`src/rtl/rr_arbiter_if.sv`:
```
// Request/grant bundle between the requesters and the round-robin arbiter.
// The arbiter takes the slave view; the requester side takes the master view.
interface rr_arbiter_if #(
  parameter int N = 4
);
  localparam int IDXW = $clog2(N);

  logic [N-1:0]    req;
  logic            done;
  logic [N-1:0]    grant;
  logic [IDXW-1:0] grant_idx;
  logic            valid;
  logic            timeout;

  modport master (
    output req, done,
    input  grant, grant_idx, valid, timeout
  );

  modport slave (
    input  req, done,
    output grant, grant_idx, valid, timeout
  );
endinterface

```
`src/rtl/rr_arbiter.sv`:
```
// Round-robin arbiter: rotating-priority pick from ptr, registered one-hot grant
// held until done, request withdrawal, or MAX_HOLD expiry.
module rr_arbiter #(
  parameter int N        = 4,
  parameter int MAX_HOLD = 8
) (
  input  logic         clk,
  input  logic         rst,
  rr_arbiter_if.slave  bus
);
  localparam int IDXW = $clog2(N);
  localparam int HW   = $clog2(MAX_HOLD + 1);

  typedef enum logic {IDLE, GRANT} state_t;

  state_t          state_reg;
  logic [N-1:0]    grant_reg;
  logic [IDXW-1:0] idx_reg;
  logic [IDXW-1:0] ptr_reg;
  logic [HW-1:0]   hold_cnt_reg;
  logic            valid_reg;
  logic            timeout_reg;

  logic [IDXW-1:0] win_idx;
  logic [N-1:0]    win_onehot;
  logic [IDXW-1:0] ptr_next;
  logic            any_req;
  logic            hold_expired;
  logic            release_now;

  // Scan offsets from highest to lowest so the smallest offset from ptr wins.
  always_comb begin
    int cand;
    cand    = 0;
    win_idx = '0;
    any_req = |bus.req;
    for (int off = N - 1; off >= 0; off--) begin
      cand = int'(ptr_reg) + off;
      if (cand >= N) cand = cand - N;
      if (bus.req[cand]) win_idx = IDXW'(cand);
    end
  end

  for (genvar gi = 0; gi < N; gi++) begin : g_onehot
    assign win_onehot[gi] = (win_idx == IDXW'(gi));
  end

  assign ptr_next     = (idx_reg == IDXW'(N - 1)) ? '0 : idx_reg + 1'b1;
  assign hold_expired = (hold_cnt_reg == HW'(MAX_HOLD));
  assign release_now  = bus.done || !bus.req[idx_reg] || hold_expired;

  always_ff @(posedge clk) begin
    if (rst) begin
      state_reg    <= IDLE;
      grant_reg    <= '0;
      idx_reg      <= '0;
      ptr_reg      <= '0;
      hold_cnt_reg <= '0;
      valid_reg    <= 1'b0;
      timeout_reg  <= 1'b0;
    end else begin
      timeout_reg <= 1'b0;
      case (state_reg)
        IDLE: begin
          if (any_req) begin
            grant_reg    <= win_onehot;
            idx_reg      <= win_idx;
            valid_reg    <= 1'b1;
            hold_cnt_reg <= HW'(1);
            state_reg    <= GRANT;
          end
        end
        GRANT: begin
          if (release_now) begin
            grant_reg    <= '0;
            valid_reg    <= 1'b0;
            hold_cnt_reg <= '0;
            ptr_reg      <= ptr_next;
            state_reg    <= IDLE;
            // Only a pure expiry counts as a timeout; done or withdrawal win.
            timeout_reg  <= !bus.done && bus.req[idx_reg] && hold_expired;
          end else begin
            hold_cnt_reg <= hold_cnt_reg + 1'b1;
          end
        end
        default: state_reg <= IDLE;
      endcase
    end
  end

  assign bus.grant     = grant_reg;
  assign bus.grant_idx = idx_reg;
  assign bus.valid     = valid_reg;
  assign bus.timeout   = timeout_reg;
endmodule

```
`src/flat_wrapper.sv`:
```
// flat-port wrapper written by rule: the top's interface ports become plain ports
module rr_arbiter_flat 
#(
  parameter int N        = 4,
  parameter int MAX_HOLD = 8
)
  (clk, rst, bus_req, bus_done, bus_grant, bus_grant_idx, bus_valid, bus_timeout);
  rr_arbiter_if #(.N(N)) bus_i ();
  input  logic clk;
  input  logic rst;
  input wire logic [$bits(bus_i.req)-1:0] bus_req;
  input wire logic [$bits(bus_i.done)-1:0] bus_done;
  output wire logic [$bits(bus_i.grant)-1:0] bus_grant;
  output wire logic [$bits(bus_i.grant_idx)-1:0] bus_grant_idx;
  output wire logic [$bits(bus_i.valid)-1:0] bus_valid;
  output wire logic [$bits(bus_i.timeout)-1:0] bus_timeout;
  assign bus_i.req = bus_req;
  assign bus_i.done = bus_done;
  assign bus_grant = bus_i.grant;
  assign bus_grant_idx = bus_i.grant_idx;
  assign bus_valid = bus_i.valid;
  assign bus_timeout = bus_i.timeout;
  rr_arbiter #(.N(N), .MAX_HOLD(MAX_HOLD)) u_core (.clk(clk), .rst(rst), .bus(bus_i));
endmodule
```
`config.mk`:
```
export PLATFORM = sky130hd
export DESIGN_NAME = rr_arbiter_flat
export DESIGN_NICKNAME = d
export VERILOG_FILES = /design/src/rtl/rr_arbiter_if.sv /design/src/rtl/rr_arbiter.sv /design/src/flat_wrapper.sv
export SDC_FILE = /design/constraint.sdc
export NUM_CORES = 1
export LEC_CHECK = 0
export ABC_AREA = 1
export BUFFER_PORTS_ARGS = -buffer_cell sky130_fd_sc_hd__buf_2
export CAP_MARGIN = 20
export CORE_MARGIN = 1
export CORE_UTILIZATION = 30
export CTS_CLUSTER_DIAMETER = 50
export DETAILED_ROUTE_END_ITERATION = 8
export SLEW_MARGIN = 20
export SYNTH_ARGS = -nofsm -noshare
export SYNTH_HDL_FRONTEND = slang
export SYNTH_SLANG_ARGS = --single-unit
```
`constraint.sdc`:
```
create_clock -name clk -period 1.3 [get_ports clk]
set_input_delay 0.325 -clock clk [delete_from_list [all_inputs] [get_ports clk]]
set_output_delay 0.325 -clock clk [all_outputs]
set_load 0.05 [all_outputs]
```
## Yosys cells after proc, flatten, opt, wreduce, memory -nomap -nowiden

Index checks and enable logic that the tools add are counted.

- $add $sub $neg: 9
- Magnitude comparators: 9
- Eq/ne operators: 7
- Mux-type cells: 35
- Bitwise gates (word level): 2
- Reduce and logical (&&, ||, !) cells: 12

Operators by type and width:

| cell | number |
|---|---|
| less-than comparator 32 x 4 -> 1 bit, second input constant | 4 |
| 2-to-1 mux 32 bit | 4 |
| greater-or-equal comparator 32 x 4 -> 1 bit, second input constant | 3 |
| subtractor 32 x 4 -> 32 bit, second input constant | 3 |
| 2-to-1 mux 4 bit | 4 |
| case mux 4 bit (2 select lines) | 2 |
| 2-to-1 mux 1 bit | 13 |
| binary-select mux 1 bit (select 2 bit) | 5 |
| 2-to-1 mux 2 bit | 5 |
| adder 2 x 2 -> 3 bit, second input constant | 2 |
| == test 2 bit, second input constant | 3 |
| AND reduction 2 bit | 3 |
| adder 4 x 1 -> 4 bit, second input constant | 1 |
| == test 4 bit, second input constant | 1 |
| case mux 1 bit (2 select lines) | 2 |
| OR reduction 4 bit | 1 |
| subtractor 2 x 3 -> 4 bit, second input constant | 1 |
| adder 2 x 1 -> 3 bit, second input constant | 1 |
| greater-or-equal comparator 2 x 3 -> 1 bit, second input constant | 1 |
| less-than comparator 2 x 3 -> 1 bit, second input constant | 1 |
| OR reduction 3 bit | 1 |
| adder 2 x 1 -> 2 bit, second input constant | 1 |
| == test 2 x 1 -> 1 bit, second input constant | 1 |
| logical AND 1 bit | 2 |
| 6 further kinds | 9 |

- Register bits: 15
- Input bits: 7
- Output and inout bits: 8
- Word-level logic and storage cells: 81

## Depth between registers and ports, before layout

Gate-level depths: netlist of run 1.

- Depth in word-level cells: 13
- Mapped depth: 12
- Depth with buffers taken out: 11

## Worst setup path after synthesis of run 1

OpenSTA, ideal clock, no wires.

- Path kind: register to register
- From: register u_core.idx_reg[0] (netlist: u_core.bus.grant_idx[0])
- To: register u_core.grant_reg[0] (netlist: u_core.bus.grant[0])
- Setup time: 0.071 ns
- Data arrival time: 1.440 ns
- Data required time: 1.229 ns
- Slack: -0.210 ns
- Stages on the path, launching flop included: 9
- Path buffers: 0
- Clock period less this slack: 1.510 ns
- Path through: dfxtp_1 -> inv_1 -> nand2_1 -> nand2_1 -> nand2_1 -> nand3_1 -> nand2_2 -> nand3_1 -> a21oi_1

- Cells in the longest elaborated chain, start to end: 7

Ends and longest elaborated chain:

| element | line | RTL |
|---|---|---|
| from (decl) | rr_arbiter.sv:18 | `logic [IDXW-1:0] idx_reg;` |
| from (signal assigned) | rr_arbiter.sv:67 | `idx_reg <= win_idx;` |
| binary-select mux 1 bit (select 2 bit) | rr_arbiter.sv:50 | `assign release_now = bus.done \|\| !bus.req[idx_reg] \|\| hold_expired;` |
| 2-to-1 mux 1 bit (implied by the code) | rr_arbiter.sv:50 |  |
| zero test 1 bit | rr_arbiter.sv:50 |  |
| logical OR 1 bit (2 in series) | rr_arbiter.sv:50 |  |
| != test 2 bit (no source line) | n/a |  |
| AND reduction 2 bit (no source line) | n/a |  |
| to (signal assigned) | rr_arbiter.sv:66 | `grant_reg <= win_onehot;` |
| to (decl) | rr_arbiter.sv:17 | `logic [N-1:0] grant_reg;` |

Every way passes these cells. The select of a mux whose other input is x is not followed.
A chain may end at the register's enable or synchronous reset.

## Worst setup path in the final report of run 1

- From: register u_core.ptr_reg[0]
- To: register u_core.grant_reg[1] (netlist: u_core.bus.grant[1])

- Cells in the longest elaborated chain, start to end: 13
- Elaborated cells between the ends (all ways): 34
- Classes of those cells: add/sub: 7; order compare: 4; eq/ne: 1; mux: 22

Ends and longest elaborated chain:

| element | line | RTL |
|---|---|---|
| from (decl) | rr_arbiter.sv:19 | `logic [IDXW-1:0] ptr_reg;` |
| from (signal assigned) | rr_arbiter.sv:78 | `ptr_reg <= ptr_next;` |
| adder 2 x 2 -> 3 bit | rr_arbiter.sv:38 | `cand = int'(ptr_reg) + off;` |
| subtractor 32 x 4 -> 32 bit / greater-or-equal comparator 32 x 4 -> 1 bit (equally long branches) | rr_arbiter.sv:39 | `if (cand >= N) cand = cand - N;` |
| 2-to-1 mux 32 bit | rr_arbiter.sv:39 |  |
| binary-select mux 1 bit (select 2 bit) | rr_arbiter.sv:40 | `if (bus.req[cand]) win_idx = IDXW'(cand);` |
| 2-to-1 mux 1 bit (implied by the code) (2 in series) | rr_arbiter.sv:40 |  |
| 2-to-1 mux 2 bit (3 in series) | rr_arbiter.sv:40 |  |
| 2-to-1 mux 2 bit (*) | rr_arbiter.sv:40 |  |
| == test 2 x 1 -> 1 bit (*) | rr_arbiter.sv:45 | `assign win_onehot[gi] = (win_idx == IDXW'(gi));` |
| 2-to-1 mux 4 bit (*) | rr_arbiter.sv:65 | `if (any_req) begin` |
| case mux 4 bit (2 select lines) (*) | rr_arbiter.sv:63 | `case (state_reg)` |

Mark *: on every way between the ends. The rest lies on a longest branch, timed or not. The select of a mux whose other input is x is not followed.

==> metrics.txt, run 1 <==
vias 969; syn_nets ~140; clock power share 16.0%; PortBufs 14; # rows 19; Synth Flop Type dfxtp_1; initial core utilization between 30 and 40%; htree depth 1; WL per Instance approximately 12 um; Sw Ratio 43.8%; clk sinks 15; most common cell in the netlist nand2_1; area of the die 0.00326 mm^2; Post-Syn Area 911 um^2; Antenna diodes 0; Clock Tree Root clkbuf_4; Yosys warning count 0; Power Dens Cells 1310 mW/mm^2; crit path setup slack, layout -0.0473 ns; placer congestion estimate 0.857; CTS buffer count 3; combinational share of power 50.2%; initial antenna violation count 0; CP cell instances buf_12 > nand2_1 > nand3_2 > nand2_2 > nand3_2 > nand2_2 > nand2_4 > nand2_2 > nand3_1 > a21oi_1; Max Cap Viol 0; most used cell, CP nand2_2; Slew Limit Fails 0; TritonCTS clock tree yes; Final Hold Viols 0; final net count 171; Post-synth EDFFs 0; failing checks DRC, setup timing; share of cells above drive strength 1 approximately half; vias in the first global route between 900 and 1000; CP Capture Type register; worst slew pin tran 0.363 ns; register area share after synthesis between 30 and 40%; Synth area leader dfxtp_1; synth cell count leaders nand2_1, inv_1, dfxtp_1; Final Util 46.3%; Tcrit/Tclk final 104%; worst min path class input pin to register; clock-pin slew on the worst setup and hold paths 0.10 ns; pre-CTS setup slack -0.132 ns; Netlist cell types 24; Post-CTS Hold Buffers 0; share of power burned in registers 33.9%; Max Fclk between 700 and 800 MHz; sw power 0.746 mW; cell leakage power 0.614 nW; RSZ-0062 raised after global routing true; grt ovf 0; core area 0.00281 mm^2; DPL Wire Length 1610 um; CTS max path bufs 2; register-to-register setup slack -0.05 ns; Cells after Synth 132; Yosys reg bits 15; Tot Pwr 1.70 mW; Final setup viols 6; num ports 15; fillers 296; Startpoint Class register; mean number of vias per cell 5.07; crit path buf inv count 1; Die Wd between 50 and 60 um; Slowest cell on crit path dfxtp_4; Slew headroom ~76%; synth top area cells dfxtp_1, nand2_1, nand2_2; Post-Route WL 2390 um; DRC Markers 2; Crit Path Class register to register; share of synthesized registers carrying an async set or reset 0%; crit-path max FO 5; Area Growth Syn to Fin 42.7%; post-route ant nets 0; Synth Area per Inst 6.90 um^2; Internal 0.957 mW; setup TNS -0.205 ns; first-pass GRT wire length 3920 um; Hold Slack 0.324 ns; delay-heaviest family, CP simple AND/OR/NAND/NOR gates; worst stage delay on the critical path 0.37 ns; CP Data Required Time 1.53 ns; First DRT Iteration DRCs 50; Tmin final 1.35 ns; status complete, but fails checks; drt first pass iters 6; Worst VDD drop 0.759 mV; clock skew 0.00757 ns; Die H between 50 and 60 um; pin count of the biggest net entering global routing 12; Critical Path AT roughly 1.6 ns; Clk Latency, worst-skew pair around 0.29 ns; top-area cell type share of the netlist area 33.0%; gr usage total 15.2%
cells by family (layout without fill, tap and decap cells):
kind of cell / Yosys count / in the layout / share of synthesized area [%]
flops: 15 / 15 / 33.0
fa+ha+maj: 3 / 3 / 4.12
xor+xnor: 1 / 1 / 0.962
buf+inv: 23 / 50 / 10.9
compound gates: 24 / 24 / 14.3
simple gates: 66 / 67 / 36.8
power groups by stage:
stage | logic (mW) | registers, mW | clock network (mW)
2_1_floorplan | 0.373 | 0.677 | 0
3_3_place_gp | 0.645 | 0.569 | 0
3_5_place_dp | 0.651 | 0.572 | 0
4_1_cts | 0.731 | 0.566 | 0.282
5_1_grt | 0.931 | 0.585 | 0.309
6_report | 0.854 | 0.577 | 0.272
layout make-up:
cell class	count	area, um^2	area share (%)
timing repair buffer	25	188	14.4
sequential	15	313	24.1
tap	31	38.8	2.98
inverter	21	86.3	6.64
clock buffer	3	22.5	1.73
multi-input combinational	95	647	49.8
clock inverter	1	5.00	0.385
worst paths after layout:
path | from | to | cells past startpoint
max | u_core.ptr_reg[0] | u_core.bus.grant[1] | 10
min reg2reg | u_core.bus.grant[2] | u_core.bus.grant[2] | 2
max reg2reg | u_core.ptr_reg[0] | u_core.bus.grant[1] | 10
min | bus_done | u_core.bus.timeout | 4
repair_timing:
| item | in CTS | in global routing |
|---|---|---|
| gates resized for setup | 15 | 30 |
| hold endpoints to repair | 0 | 0 |
| cloned | 1 | 1 |
| endpoints found under the setup margin | 8 | 15 |
| pin swaps | 4 | 8 |
| buffers inserted | 3 | 1 |
cell usage in the layout (no fill, tap or decap), types with 2 or more instances in the layout:
master	synthesis	final
nor3_1	2	2
buf_4	0	10
clkbuf_4	0	4
dfxtp_2	0	4
nor2_1	6	6
nand2_4	0	5
o21ai_0	5	3
a21oi_1	13	10
dfxtp_4	0	2
o21ai_1	2	3
inv_2	2	6
ha_1	3	2
buf_2	0	12
nand3_4	0	2
nand4_1	4	4
nand3_1	10	6
a21oi_2	1	3
dfxtp_1	15	9
nand2_2	13	19
nand3_2	4	6
nand2_1	25	15
inv_1	18	14
tightest hold or removal path: stages:
cell	delay, ns
buf_2	0.07
inv_1	0.07
nand2_1	0.07
nor4_1	0.04
stage by stage:
step,instance area (um^2),cells
after floorplan,913,132
after global placement,1060,181
after detailed placement,1060,181
after CTS,1170,189
after global routing,1300,191
final,1300,191
routing by layer:
metal	share of wire, %	wire, um	vias to the layer above	global-route usage, %
li1	-	-	489	-
met1	44	1050	459	19.2
met2	51	1230	19	26.7
met3	3.6	85	2	2.72
met4	0.92	22	0	4.18
met5	0	0	-	0
(Power assumes the default switching activity.)
==> run 2, diff against run 1 <==
==> constraint.sdc (replaced) <==
create_clock -name clk -period 1.5 [get_ports clk]
set_input_delay 0.375 -clock clk [delete_from_list [all_inputs] [get_ports clk]]
set_output_delay 0.375 -clock clk [all_outputs]
set_load 0.05 [all_outputs]
==> metrics.txt, run 2 (same netlist as run 1, synthesis figures left out) <==
status complete, but fails checks; failing checks DRC; Crit Reg-Reg Endpoint u_core.bus.grant[2]; share of cells above drive strength 1 30.7%; hold path start bus_done; CP cell instances buf_2; PortBufs 14; register-to-register setup slack 0.14 ns; Hold Slack between 0.3 and 0.4 ns; Die Wd between 50 and 60 um; Final Instance Area 0.00107 mm^2; worst hold stages 4; Tcrit/Tclk final between 90% and 100%; # rows 19; placed cell area 0.00103 mm^2; Max Fclk around 730 MHz; Tot Pwr 1.27 mW; Final Hold Viols 0; Tmin final 1.36 ns; mean number of vias per cell 4.96; core area around 0.0028 mm^2; gr usage total 13.7%; Area Growth Syn to Fin 18.0%; placer congestion estimate 0.837; Worst VDD drop 0.476 mV; final net count between 150 and 200; vias 898; DRC Markers 2; htree depth 1; RR Startpoint u_core.hold_cnt_reg[0]; clock skew 0.00153 ns; First DRT Iteration DRCs 44; grt ovf 0; Die H approximately 57 um; Post-CTS Hold Buffers 0; commonest non-fill, non-tap cell in the layout nand2_1; CTS max path bufs 2; cell leakage power 0.535 nW; clk sinks 15; setup TNS 0 ns; pin count of the biggest net entering global routing 12; CP Capture Type primary output; vias in the first global route approximately 840; Slew Limit Fails 0; Clk Latency, worst-skew pair 0.28 ns; worst min path class input pin to register; reg2reg path depth 7; WHS Endpoint u_core.bus.timeout; Max Cap Viol 0; first-pass GRT wire length 3600 um; WL per Instance between 10 and 15 um; most frequent cells in the layout nand2_1, inv_1, buf_2; crit path buf inv count 1; RSZ-0062 raised after global routing false; initial core utilization between 30% and 40%; Power Dens Cells 1180 mW/mm^2; Clock Tree Root clkbuf_4; clock-pin slew on the worst setup and hold paths about 0.080 ns; Final setup viols 0; drt first pass iters 7; CTS buffer count 3; Startpoint Class register; num ports 15; Antenna diodes 0; Crit Path Class register to primary output; post-route ant nets 0; delay-heaviest family, CP flip-flops; CP Data Required Time between 1 and 1.5 ns; initial antenna violation count 0; area of the die 0.00326 mm^2; Slowest cell on crit path dfxtp_1; Slew headroom 81.5%; worst slew pin tran 0.277 ns; Post-Route WL between 2000 and 2500 um; crit-path max FO 5; DPL Wire Length roughly 1600 um; TritonCTS clock tree yes; Setup crit start u_core.bus.grant_idx[1]; Critical Path AT 0.99 ns; worst stage delay on the critical path 0.41 ns
[run 2: cell count changes in the layout (fill, tap and decap cells not counted), moves of 3 or more]
cell and change:
inv_2 -4, inv_1 +4, nand2_1 +10, nand2_2 -7
buf_4 -9, nand2_4 -4, dfxtp_1 +3, nand3_1 +4
[run 2: cell type report]
class                   count  area [um^2]
flip-flops and latches     15          304
well taps                  31         38.8
inverters                  21         83.8
fillers                   290         1730
clock buffers               4         26.3
repair buffers             16         97.6
multi-input cells          94          524
[run 2: worst register-to-register path, stage by stage, from the launching register on]
cell	delay, ns
dfxtp_1	0.37
inv_1	0.09
ha_1	0.20
nand3_1	0.12
nand3_1	0.14
nand2_4	0.14
nand3_1	0.09
a21oi_1	0.15
[run 2: through the flow]
step                std cells  util [%]  worst slack [ns]
finish                    181      38.3             0.136
global route              181      38.3           0.00602
CTS                       181      37.8             0.124
detailed placement        177      36.8            0.0182
global placement          177      36.8            0.0491
floorplan                 132         -            0.0729
[run 2: worst max path at each step]
stage	depth (start not counted)	slack (ns)	endpoint
after CTS	1	0.12	bus_grant_idx[1]
after detailed placement	9	0.02	u_core.ptr_reg[1]
after global routing	7	0.006	u_core.hold_cnt_reg[3]
after global placement	9	0.05	u_core.ptr_reg[1]
final	1	0.14	bus_grant_idx[1]
after floorplan	6	0.07	u_core.bus.grant[0]
[run 2: metal layers]
metal / track usage (%) / share of wire [%]
met5: 0 / 0
met1: 18.0 / 48
met3: 2.04 / 2.9
met2: 22.7 / 47
met4: 5.23 / 1.6
[run 2: repair_timing]
item | in CTS | in global routing
gates resized for setup | 0 | 5
endpoints found under the setup margin | 0 | 5
setup buffers | 0 | 0
[run 2: power breakdown]
group          switching (mW)  internal [mW]
clock network           0.126          0.103
logic                   0.373          0.175
registers              0.0436          0.445
total                   0.542          0.724
